### src/rtl/mem_arbiter_pkg.sv
// Shared encodings for the instruction/data memory arbiter: FSM states,
// transaction owner and access sizes.
package mem_arbiter_pkg;

    localparam logic [1:0] ST_IDLE = 2'd0;
    localparam logic [1:0] ST_ADDR = 2'd1;
    localparam logic [1:0] ST_DATA = 2'd2;

    localparam logic OWN_I = 1'b0;
    localparam logic OWN_D = 1'b1;

    localparam logic [1:0] SZ_B = 2'd0;
    localparam logic [1:0] SZ_H = 2'd1;
    localparam logic [1:0] SZ_W = 2'd2;

endpackage

### src/rtl/mem_arbiter.sv
// Serializes F-stage fetches and M-stage loads/stores onto one external bus
// port, one transaction at a time, with data side priority.
module mem_arbiter #(
    parameter int AW = 32,
    parameter int DW = 32
) (
    input  logic          clk,
    input  logic          resetn,
    input  logic          inst_req,
    input  logic [AW-1:0] inst_addr,
    output logic [DW-1:0] inst_rdata,
    input  logic          data_req,
    input  logic          data_wr,
    input  logic [1:0]    data_size,
    input  logic [AW-1:0] data_addr,
    input  logic [DW-1:0] data_wdata,
    output logic [DW-1:0] data_rdata,
    input  logic          flush,
    output logic          mem_stall,
    output logic          bus_req,
    output logic          bus_wr,
    output logic [1:0]    bus_size,
    output logic [AW-1:0] bus_addr,
    output logic [DW-1:0] bus_wdata,
    input  logic          bus_addr_ok,
    input  logic          bus_data_ok,
    input  logic [DW-1:0] bus_rdata,
    output logic [1:0]    dbg_state
);

    import mem_arbiter_pkg::*;

    // Bus handshake: bus_req is the address-phase valid and stays high with all
    // bus fields frozen until the cycle bus_addr_ok (ready) is seen; the data
    // phase ends in the single cycle bus_data_ok is high.

    logic [1:0]    state_q, state_d;
    logic          owner_q, owner_d;
    logic          drop_q, drop_d;
    logic          inst_done_q, inst_done_d;
    logic          data_done_q, data_done_d;
    logic          bus_req_q, bus_req_d;
    logic          bus_wr_q, bus_wr_d;
    logic [1:0]    bus_size_q, bus_size_d;
    logic [AW-1:0] bus_addr_q, bus_addr_d;
    logic [DW-1:0] bus_wdata_q, bus_wdata_d;
    logic [DW-1:0] inst_rdata_q, inst_rdata_d;
    logic [DW-1:0] data_rdata_q, data_rdata_d;

    logic need_d;
    logic need_i;
    logic txn_done;
    logic inst_keep;
    logic data_keep;

    assign need_d    = data_req & ~data_done_q;
    assign need_i    = inst_req & ~inst_done_q & ~flush;
    assign mem_stall = need_d | need_i | (state_q != ST_IDLE);

    assign txn_done  = (state_q == ST_DATA) && bus_data_ok;
    // A fetch completing in the flush cycle itself is stale, so it is discarded too.
    assign inst_keep = txn_done && (owner_q == OWN_I) && !drop_q && !flush;
    assign data_keep = txn_done && (owner_q == OWN_D) && !drop_q;

    always_comb begin
        state_d      = state_q;
        owner_d      = owner_q;
        drop_d       = drop_q;
        inst_done_d  = inst_done_q;
        data_done_d  = data_done_q;
        bus_req_d    = bus_req_q;
        bus_wr_d     = bus_wr_q;
        bus_size_d   = bus_size_q;
        bus_addr_d   = bus_addr_q;
        bus_wdata_d  = bus_wdata_q;
        inst_rdata_d = inst_rdata_q;
        data_rdata_d = data_rdata_q;

        case (state_q)
            ST_IDLE: begin
                if (need_d) begin
                    state_d     = ST_ADDR;
                    owner_d     = OWN_D;
                    bus_req_d   = 1'b1;
                    bus_wr_d    = data_wr;
                    bus_size_d  = data_size;
                    bus_addr_d  = data_addr;
                    bus_wdata_d = data_wdata;
                end else if (need_i) begin
                    state_d    = ST_ADDR;
                    owner_d    = OWN_I;
                    bus_req_d  = 1'b1;
                    bus_wr_d   = 1'b0;
                    bus_size_d = SZ_W;
                    bus_addr_d = inst_addr;
                end
            end
            ST_ADDR: begin
                if (bus_addr_ok) begin
                    state_d   = ST_DATA;
                    bus_req_d = 1'b0;
                end
            end
            ST_DATA: begin
                if (bus_data_ok) begin
                    state_d = ST_IDLE;
                    drop_d  = 1'b0;
                end
            end
            default: begin
                state_d   = ST_IDLE;
                bus_req_d = 1'b0;
            end
        endcase

        // Only fetches are abandoned on a flush; the M-stage access must commit.
        if (flush && (owner_q == OWN_I) && (state_q != ST_IDLE) && !txn_done) begin
            drop_d = 1'b1;
        end

        if (!mem_stall || flush) begin
            inst_done_d = 1'b0;
            data_done_d = 1'b0;
        end

        if (inst_keep) begin
            inst_done_d  = 1'b1;
            inst_rdata_d = bus_rdata;
        end

        if (data_keep) begin
            data_done_d = 1'b1;
            if (!bus_wr_q) begin
                data_rdata_d = bus_rdata;
            end
        end
    end

    always_ff @(posedge clk or negedge resetn) begin
        if (!resetn) begin
            state_q      <= ST_IDLE;
            owner_q      <= OWN_I;
            drop_q       <= 1'b0;
            inst_done_q  <= 1'b0;
            data_done_q  <= 1'b0;
            bus_req_q    <= 1'b0;
            bus_wr_q     <= 1'b0;
            bus_size_q   <= 2'd0;
            bus_addr_q   <= '0;
            bus_wdata_q  <= '0;
            inst_rdata_q <= '0;
            data_rdata_q <= '0;
        end else begin
            state_q      <= state_d;
            owner_q      <= owner_d;
            drop_q       <= drop_d;
            inst_done_q  <= inst_done_d;
            data_done_q  <= data_done_d;
            bus_req_q    <= bus_req_d;
            bus_wr_q     <= bus_wr_d;
            bus_size_q   <= bus_size_d;
            bus_addr_q   <= bus_addr_d;
            bus_wdata_q  <= bus_wdata_d;
            inst_rdata_q <= inst_rdata_d;
            data_rdata_q <= data_rdata_d;
        end
    end

    assign bus_req    = bus_req_q;
    assign bus_wr     = bus_wr_q;
    assign bus_size   = bus_size_q;
    assign bus_addr   = bus_addr_q;
    assign bus_wdata  = bus_wdata_q;
    assign inst_rdata = inst_rdata_q;
    assign data_rdata = data_rdata_q;
    assign dbg_state  = state_q;

endmodule
### config.mk
export PLATFORM = sky130hd
export DESIGN_NAME = mem_arbiter
export DESIGN_NICKNAME = d
export VERILOG_FILES = /design/src/rtl/mem_arbiter_pkg.sv /design/src/rtl/mem_arbiter.sv
export SDC_FILE = /design/constraint.sdc
export NUM_CORES = 1
export LEC_CHECK = 0
export CELL_PAD_IN_SITES_DETAIL_PLACEMENT = 1
export CELL_PAD_IN_SITES_GLOBAL_PLACEMENT = 2
export CORE_MARGIN = 2
export CORE_UTILIZATION = 25
export CTS_CLUSTER_DIAMETER = 50
export DETAILED_ROUTE_END_ITERATION = 8
export GPL_ROUTABILITY_DRIVEN = 0
export PLACE_DENSITY_LB_ADDON = 0.1
export SYNTH_ARGS = -nofsm -noshare
export SYNTH_HDL_FRONTEND = slang
export SYNTH_SLANG_ARGS = --single-unit
export TNS_END_PERCENT = 1
### constraint.sdc
create_clock -name clk -period 2.6 [get_ports clk]
set_clock_uncertainty 0.15 [all_clocks]
set_input_delay 0.26 -clock clk [delete_from_list [all_inputs] [get_ports clk]]
set_output_delay 0.26 -clock clk [all_outputs]
set_load 0.005 [all_outputs]
==> impl_metrics.tcl <==
set metrics [dict create \
    p_clk_share_pct 23.5 \
    cts_htree_levels 4 \
    synthToLayoutAreaGrowth_pct 65.1 \
    dp_cells 972 \
    crit_fanout 4 \
    required_ps 2190 \
    dieArea_um2 24200 \
    grt.overflow.total 0 \
    nFillCells 2378 \
    cp_data_arrival_time_ps 1710 \
    firstDrtPassIters 4 \
    setup_violations 0 \
    ys_seq_area_share_pct 60.2 \
    sw_frac_of_total_pct 29.7 \
    p_leak_nw 3.96 \
    grt_setup_unrepaired "false" \
    status "finished clean" \
    min_period_over_period_pct 81.4 \
    regArea_um2 3450 \
    antenna_found_initial 0 \
    grt_pass1_vias 5100 \
    vdd_drop_max_mv 0.393 \
    ctsResizeCount 0 \
    worstMarginPinSlew_ps 808 \
    cp_slowest_cell "clkdlybuf4s50_1" \
    nNetsFinal 845 \
    crit_path_max_incr_delay_ps 540 \
    ctsHoldBuffers 1 \
    endpoint_kind "output port" \
    report.final.hold_viol_count 0 \
    dp_hpwl_um 13400 \
    num_io_pins 273 \
    max_cap_viol_count 0 \
    mostFrequentLayoutCells "clkdlybuf4s50_1, dfrtp_1, mux2_2, nor3_1" \
    die_y_um 155 \
    wl_per_cell_um 19.2 \
    fin_tns_setup_ps 0 \
    numCtsBuffers 17 \
    start_kind "flop" \
    clock_path_buffers 2 \
    antenna_cells 0 \
    hold_ws_ps 263 \
    regToRegSetupSlack_ps 580 \
    cts_setup_buffers 0 \
    power_switching_mw 3.34 \
    yosysWarnings 0 \
    synth_nets 576 \
    drt_wl_total_um 19300 \
    finalNonFillerCells 1005 \
    clk_pin_slew_worst_paths_ps 60 \
    initial_utilization_pct 25.4 \
    ys_types 27 \
    power_density_nw_per_um2 1190 \
    fin_crit_ps 2120 \
    slew-limit-headroom_pct 46.2 \
    ant_nets 0 \
    row_count 55 \
    drtIter0Drc 149 \
    fmax_ghz 0.473 \
    drc_errors 0 \
    clk-insertion-delay-late_ps 420 \
    cts_sinks 138 \
    vias 4711 \
    slew_viol_final 0 \
    critPathKind "reg2out" \
    grt_usage_pct 16.2 \
    p_int_mw 7.90 \
    p_comb_share_pct 42.3 \
    multi_input_area_um2 2100 \
    clockRootBuffer "clkbuf_16" \
    grt_pass1_wl_um 30100 \
    cpLargestDelayFamily "buffers and inverters" \
    hold_class "in2async" \
    routed_via_density 4.69 \
    drive_above_1_share_pct 20.6 \
    layout_commonest_cell "clkdlybuf4s50_1" \
    synthCells 438 \
    syn_area_per_cell_um2 13.1 \
    io_buffers 272 \
    cts_tree "yes" \
    critPathBufInv 1 \
    die_w_um 155 \
    mappedNetlistArea_um2 5730 \
    grt_start_max_net_pins 65 \
    pwr-share-seq_pct 34.2 \
    synth_seq_cells 138 \
    crit_chain "nor3b_2 -> nor2_1 -> nand2_1 -> clkdlybuf4s50_1" \
    core-area_um2 22600 \
]
## cell usage after synthesis, drive strengths merged
| cell type | count | area share (%) |
|---|---|---|
| dfrtp | 138 | 60 |
| mux2 | 96 | 20 |
| nor3 | 64 | 5.6 |
| nor4 | 32 | 3.5 |
| o22ai | 32 | 3.5 |
| clkbuf | 22 | 1.4 |
| buf | 14 | 1.6 |
| nor2 | 6 | 0.39 |
| inv | 5 | 0.33 |
| nand2 | 4 | 0.26 |
| o21ai | 4 | 0.35 |
| a21oi | 3 | 0.26 |
| nand2b | 3 | 0.33 |
| a21o | 2 | 0.26 |
| a22o | 2 | 0.31 |
| a32o | 2 | 0.35 |
| nand3b | 2 | 0.26 |
| a31oi | 1 | 0.11 |
| and4bb | 1 | 0.22 |
| nor2b | 1 | 0.11 |
| nor3b | 1 | 0.13 |
| or2 | 1 | 0.11 |
| or3b | 1 | 0.15 |
| or4b | 1 | 0.24 |
## registers in the layout (all words and copies together), names as in the netlist, 2 cells and up
name        count
data_rdata     32
dbg_state       2
inst_rdata     32
bus_wdata      32
bus_addr       32
bus_size        2
## logic make-up after synthesis
group           share of synthesized area [%]
flops                                    60.2
simple gates                             11.3
mux                                      20.0
compound gates                           5.13
buf+inv                                  3.38
## power groups by stage
| stage | registers [mW] | clock network (mW) | logic (mW) |
|---|---|---|---|
| final | 3.84 | 2.65 | 4.75 |
| after global routing | 3.99 | 2.84 | 5.14 |
| after CTS | 3.85 | 2.74 | 4.85 |
| after floorplan | 3.87 | 0 | 1.86 |
| after detailed placement | 3.88 | 0 | 4.83 |
| after global placement | 3.84 | 0 | 4.73 |
## metal layers
metal / GRT usage [%] / vias to the layer above / share of wire [%]
li1: - / 2167 / -
met1: 20.9 / 2352 / 45
met2: 25.8 / 178 / 46
met3: 5.29 / 14 / 7.2
met4: 4.72 / 0 / 1.1
met5: 0 / - / 0
## final cells by class
| type | count | share of cell area (%) |
|---|---|---|
| Timing Repair Buffer | 286 | 30.6 |
| Clock inverter | 12 | 1.97 |
| Sequential cell | 138 | 36.5 |
| Inverter | 5 | 0.198 |
| Tap cell | 285 | 3.77 |
| Clock buffer | 20 | 4.82 |
| Multi-Input combinational cell | 259 | 22.2 |
## per-stage QoR
stage	instance area [um2]	setup WS [ps]	util (%)	power (mW)
after detailed placement	8810	243	39.0	8.71
after global placement	8810	292	39.0	8.57
after CTS	9470	416	41.9	11.4
final	9470	484	41.9	11.2
after floorplan	5730	721	-	5.73
after global routing	9470	334	41.9	12.0
## worst reg2reg max path: cells and delay by family (launching register included)
family	cells	cell delay (ps)
buffers and inverters	1	260
muxes	1	320
DFF	1	440
and+or+nand+nor	1	750
## final timing paths
path / cells past startpoint / to / startpoint
max in group asynchronous: 3 / bus_addr[5] / resetn
min: 2 / bus_wdata[23] / resetn
max: 4 / mem_stall / inst_done_q
min in group clk: 3 / bus_size[1] / data_size[1]
min reg2reg: 1 / data_rdata[4] / data_rdata[4]
max reg2reg: 3 / bus_wdata[14] / data_done_q
(Power assumes the default switching activity.)
